<file path="config.mk">
export PLATFORM = sky130hd
export DESIGN_NAME = ysyx_25030093_ifu
export DESIGN_NICKNAME = d
export VERILOG_FILES = /design/src/rtl/ysyx_25030093_pkg.sv /design/src/rtl/ysyx_25030093_ifu.sv
export SDC_FILE = /design/constraint.sdc
export NUM_CORES = 1
export LEC_CHECK = 0
export CORE_ASPECT_RATIO = 1.1
export CORE_MARGIN = 4
export CORE_UTILIZATION = 37
export DETAILED_ROUTE_END_ITERATION = 10
export PLACE_DENSITY = 0.77
export SLEW_MARGIN = 10
export SYNTH_ARGS = -nofsm -noshare
export SYNTH_HDL_FRONTEND = slang
export SYNTH_SLANG_ARGS = --single-unit
</file>
<file path="constraint.sdc">
create_clock -name clock -period 2.05 [get_ports clock]
set_input_delay 0.5125 -clock clock [delete_from_list [all_inputs] [get_ports clock]]
set_output_delay 0.5125 -clock clock [all_outputs]
set_load 0.03 [all_outputs]
</file>
<file path="src/rtl/ysyx_25030093_pkg.sv">
// ysyx_25030093_pkg: shared encodings and constants for the ysyx_25030093 core
package ysyx_25030093_pkg;
    typedef enum logic [2:0] {
        IDLE    = 3'd0,
        REQ     = 3'd1,
        WAIT_R  = 3'd2,
        HOLD    = 3'd3,
        WAIT_PC = 3'd4,
        ERR     = 3'd5
    } ifu_state_t;
    localparam logic [1:0]  RESP_OK          = 2'b00;
    localparam logic [31:0] DEFAULT_RESET_PC = 32'h8000_0000;
endpackage

</file>
<file path="src/rtl/ysyx_25030093_ifu.sv">
// ysyx_25030093_ifu: PC owner and single-outstanding instruction fetch for the multi-cycle core
module ysyx_25030093_ifu
    import ysyx_25030093_pkg::*;
#(
    parameter logic [31:0] RESET_PC = DEFAULT_RESET_PC
) (
    input  logic        clock,
    input  logic        reset,
    output logic        imem_arvalid,
    output logic [31:0] imem_araddr,
    input  logic        imem_arready,
    input  logic        imem_rvalid,
    input  logic [31:0] imem_rdata,
    input  logic [1:0]  imem_rresp,
    output logic        imem_rready,
    output logic        out_valid,
    input  logic        in_ready,
    output logic [31:0] out_inst,
    output logic [31:0] out_pc,
    input  logic        pc_update_valid,
    input  logic [31:0] pc_next,
    output logic        fetch_err,
    output logic [31:0] fetch_cnt
);
    ifu_state_t state, state_n;
    logic [31:0] pc;
    logic misaligned;

    assign misaligned   = pc[1:0] != 2'b00;
    assign imem_arvalid = state == REQ && !misaligned;
    assign imem_araddr  = pc;
    assign imem_rready  = state == WAIT_R;
    assign out_valid    = state == HOLD;
    assign out_pc       = pc;
    // ERR is terminal, so the state itself keeps the fault sticky; a bad PC shows up already in REQ
    assign fetch_err    = state == ERR || (state == REQ && misaligned);

    always_comb begin
        state_n = state;
        case (state)
            IDLE:    state_n = REQ;
            REQ:     state_n = misaligned ? ERR : (imem_arready ? WAIT_R : REQ);
            WAIT_R:  state_n = imem_rvalid ? (imem_rresp == RESP_OK ? HOLD : ERR) : WAIT_R;
            HOLD:    state_n = in_ready ? WAIT_PC : HOLD;
            WAIT_PC: state_n = pc_update_valid ? REQ : WAIT_PC;
            ERR:     state_n = ERR;
            default: state_n = ERR;
        endcase
    end

    always_ff @(posedge clock) begin
        if (reset) begin
            state     <= IDLE;
            pc        <= RESET_PC;
            out_inst  <= '0;
            fetch_cnt <= '0;
        end else begin
            state <= state_n;
            if (state == WAIT_PC && pc_update_valid)
                pc <= pc_next;
            if (state == WAIT_R && imem_rvalid && imem_rresp == RESP_OK) begin
                out_inst  <= imem_rdata;
                fetch_cnt <= fetch_cnt + 32'd1;
            end
        end
    end
endmodule

</file>
Yosys cells after proc, flatten, opt, wreduce, memory -nomap -nowiden:

Index checks and enable logic that the tools add are counted.

* $add $sub $neg: 1
* equal/unequal tests: 5
* muxes and demuxes: 7
* reductions and logical operators: 10

Operators with widths (number)
* adder 32 x 1 -> 32 bit (second input constant): 1
* 2-to-1 mux 3 bit: 5
* case mux 3 bit (5 select lines): 1
* equality test 3 x 2 -> 1 bit (second input constant): 2
* equality test 3 bit (second input constant): 2
* logical AND 1 bit: 5
* equality test 3 x 1 -> 1 bit (second input constant): 1
* zero test 3 bit: 1
* zero test 2 bit: 1
* 2-to-1 mux 2 bit: 1
* nonzero test 2 bit: 1
* zero test 1 bit: 1
* logical OR 1 bit: 1

* flip-flop bits (word level): 99
* output and inout port bits: 132
* logic and storage cells: 27

Logic depth before layout (Yosys ltp):

* depth in word-level cells: 4
* gate-level depth with buffers: 8

Least setup slack after synthesis:

Ideal clock, no wire load.

* kind: input port to flip-flop
* from: in imem_rresp[1]
* to: reg fetch_cnt[24]
* library setup time: 0.121 ns
* data arrival time: 1.902 ns
* data required time: 1.929 ns
* slack: 0.027 ns
* stages: 5
* cells stage by stage: nor4b_4 > nand2_2 > buf_2 > nor4_1 > mux2_2

* word-level cells in the longest chain between the ends: 2

RTL lines
* from (decl): RTL line ysyx_25030093_ifu.sv:14 `input logic [1:0] imem_rresp,`
* zero test 2 bit: RTL line ysyx_25030093_ifu.sv:61 `if (state == WAIT_R && imem_rvalid && imem_rresp == RESP_OK) begin`
* logical AND 1 bit: RTL line ysyx_25030093_ifu.sv:61
* to (signal assigned): RTL line ysyx_25030093_ifu.sv:63 `fetch_cnt <= fetch_cnt + 32'd1;`
* to (decl): RTL line ysyx_25030093_ifu.sv:23 `output logic [31:0] fetch_cnt`

No other way between the ends.
A chain may end at the register's enable or synchronous reset.

Final worst setup path:

* from: reg fetch_cnt[17]
* to: out fetch_cnt[17]

No word-level cell between the ends.

==> results_dict.tcl <==
set metrics [dict create \
    status "finished, final reports clean" \
    drive_above_1_share_pct 10.8 \
    vias_per_cell 5.13 \
    cp-start-kind "flop" \
    power.leakage_nw 2.38 \
    ir_drop_uv 411 \
    grt_pass1_wl_um 20500 \
    num-nets-final 780 \
    tritoncts "yes" \
    portBuffers 203 \
    cp.buffers_inverters 1 \
    hp-class "reg2reg" \
    whs_endpoint "out_inst[16]" \
    netlist.top_cell.by_area "dfxtp_1" \
    grt_overflow 0 \
    min_delay_path_depth 2 \
    ys.warnings.count 0 \
    clockRootBuffer "clkbuf_16" \
    crit_family "buffers and inverters" \
    finalCoreUtilization_pct 61.5 \
    die_h_um 120 \
    fmax_ghz 0.495 \
    h-tree-depth 3 \
    synth_top_area_share_pct 46.9 \
    antenna_found_initial 0 \
    path_clk_slew_ns 0.07 \
    dr.pass1.iters 4 \
    netlist_area_mm2 0.00423 \
    ios 204 \
    r2r_slack_ns 0.04 \
    finClkSkew_ns 0.0125 \
    ys_seq_area_share_pct 46.9 \
    dp_slack_ns -0.513 \
    worstReg2RegStart "fetch_cnt[14]" \
    synth.distinct_cells 35 \
    die_area_mm2 0.0132 \
    gp_congestion 0.812 \
    setup_viol 0 \
    hp-start "out_inst[16]" \
    core_area_mm2 0.0111 \
    ant_nets 0 \
    antennaDiodeCount 0 \
    clockBufferDepth 2 \
    fin_crit_sh_pct 98.5 \
    ys_top_cells_by_area "dfxtp_1 47%, nand2_1 13%, a21oi_1 10%" \
    grt_max_degree 43 \
    drt_iter0_drc 188 \
    synth-seq-cells 99 \
    cp_data_required_time_ns 1.54 \
    worst_r2r_path_depth 4 \
    place_hpwl_um 9690 \
    cp_data_arrival_time_ns 1.51 \
    critPathCaptureType "output port" \
    final_hold_viol_count 0 \
    wl_per_cell_um 15.6 \
    crit_type "reg2out" \
    num_rows 40 \
    cts-buffers-inserted 9 \
    drc 0 \
    avgSynthCellArea_um2 8.01 \
    critPathMaxStageDelay_ns 0.72 \
    dieWidth_um 110 \
    syn_nets 601 \
    tns_ns 0 \
    postSynthCellCount 528 \
    vias 4405 \
    drv_cap 0 \
    finalCriticalPeriod_ns 2.02 \
    area_growth_pct 60.8 \
    start_util_pct 38.2 \
    slowest_stage "clkdlybuf4s50_1" \
    p_per_area_mw_per_mm2 587 \
    final_area_mm2 0.00680 \
    r2r_end "fetch_cnt[27]" \
    routed_wirelength_um 13400 \
    grt_pass1_vias 4187 \
    placed_area_mm2 0.00635 \
    clk_latency_ns 0.34 \
    total_power_mw 3.99 \
    maxSlewHeadroom_pct 73.1 \
    cts-hold-fix-buffers 0 \
    setup_ws_ns 0.0302 \
    worst_pin_slew_ns 0.403 \
    numClockSinks 99 \
    crit_fanout 8 \
    crit_chain "clkdlybuf4s50_1" \
    finalMaxSlewViolations 0 \
    grt.total_usage_pct 19.3 \
]
[worst max-delay path by stage]
stage | from | end | cells past startpoint
after floorplan | imem_rresp[1] | fetch_cnt[24] | 5
after global placement | imem_rresp[1] | fetch_cnt[15] | 7
after detailed placement | imem_rresp[1] | fetch_cnt[17] | 7
after CTS | fetch_cnt[21] | fetch_cnt[21] | 1
after global routing | fetch_cnt[5] | fetch_cnt[27] | 5
final | fetch_cnt[17] | fetch_cnt[17] | 1
[cell families (layout without fill, tap and decap cells)]
kind of cell    count (synthesis)  count (layout)  share of synthesized area (%)
compound gates                111             111                           14.5
fa+ha+maj                       1               1                          0.296
mux                             4               4                           1.06
buf+inv                        72             254                           9.41
simple gates                  233             234                           26.3
flops                          99              99                           46.9
xor+xnor                        8               8                           1.66
[per-stage QoR]
stage	hold slack (ns)	instances
after CTS	0.456	853
after floorplan	0.584	528
after global routing	0.475	858
after global placement	0.441	837
final	0.453	858
after detailed placement	0.447	837
[registers in the layout (all words and copies together) (netlist names)]
register	count
out_inst	32
fetch_cnt	32
state	3
imem_araddr	32
[metal layers]
metal | part of all wire, % | routed length, um | global-route usage [%]
met3 | 8.1 | 1090 | 4.68
met1 | 39 | 5170 | 22.2
met4 | 2.2 | 293 | 7.64
met2 | 51 | 6850 | 33.6
met5 | 0 | 0 | 0
[power breakdown]
part | switching [mW] | total (mW) | internal [mW]
logic | 0.158 | 0.357 | 0.199
clock network | 0.743 | 1.69 | 0.944
registers | 0.0142 | 1.95 | 1.94
total | 0.915 | 3.99 | 3.08
[cell usage in the layout, fill, tap and decap left out, types with 10 or more instances in the layout]
cell type	n
clkdlybuf4s50_1	190
nand2_1	141
dfxtp_1	98
a21oi_1	80
buf_4	26
nor2_1	16
o31ai_1	16
or4_1	14
nand4_1	13
nand3_1	10
clkbuf_16	10
[synth_stat cells]
library cell,number
nand2_1,141
dfxtp_1,99
a21oi_1,86
buf_4,32
clkbuf_1,29
or4_1,18
nor2_1,16
o31ai_1,16
nand4_1,13
nand3_1,10
nor2b_1,7
and4_1,6
buf_2,6
xor2_1,6
mux2_2,4
nor3_1,4
o21ai_0,4
and2_1,3
inv_1,3
nor4_1,3
or3_1,3
and3_1,2
buf_1,2
nand2b_1,2
o22ai_1,2
xnor2_1,2
a221o_1,1
a32oi_1,1
and4b_1,1
ha_1,1
nand2_2,1
nand3_2,1
nand3b_1,1
nor4b_4,1
o211a_1,1
[area by class of cell]
cell class / count / area, um2
Fill cell: 929 / 4260
Clock inverter: 6 / 65.1
Inverter: 3 / 11.3
Timing Repair Buffer: 236 / 2390
Clock buffer: 9 / 225
Sequential cell: 99 / 1980
Tap cell: 147 / 184
Multi-Input combinational cell: 358 / 1940
[what timing repair did]
item                                   in CTS  in global routing
endpoints found under the hold margin       0                  0
cloned                                      0                  2
setup endpoints to repair                  21                 27
resized for setup                          10                 22
buffers inserted                            1                  3
pin swaps                                   1                  4
Note: power is estimated with default switching activity, not from simulation.
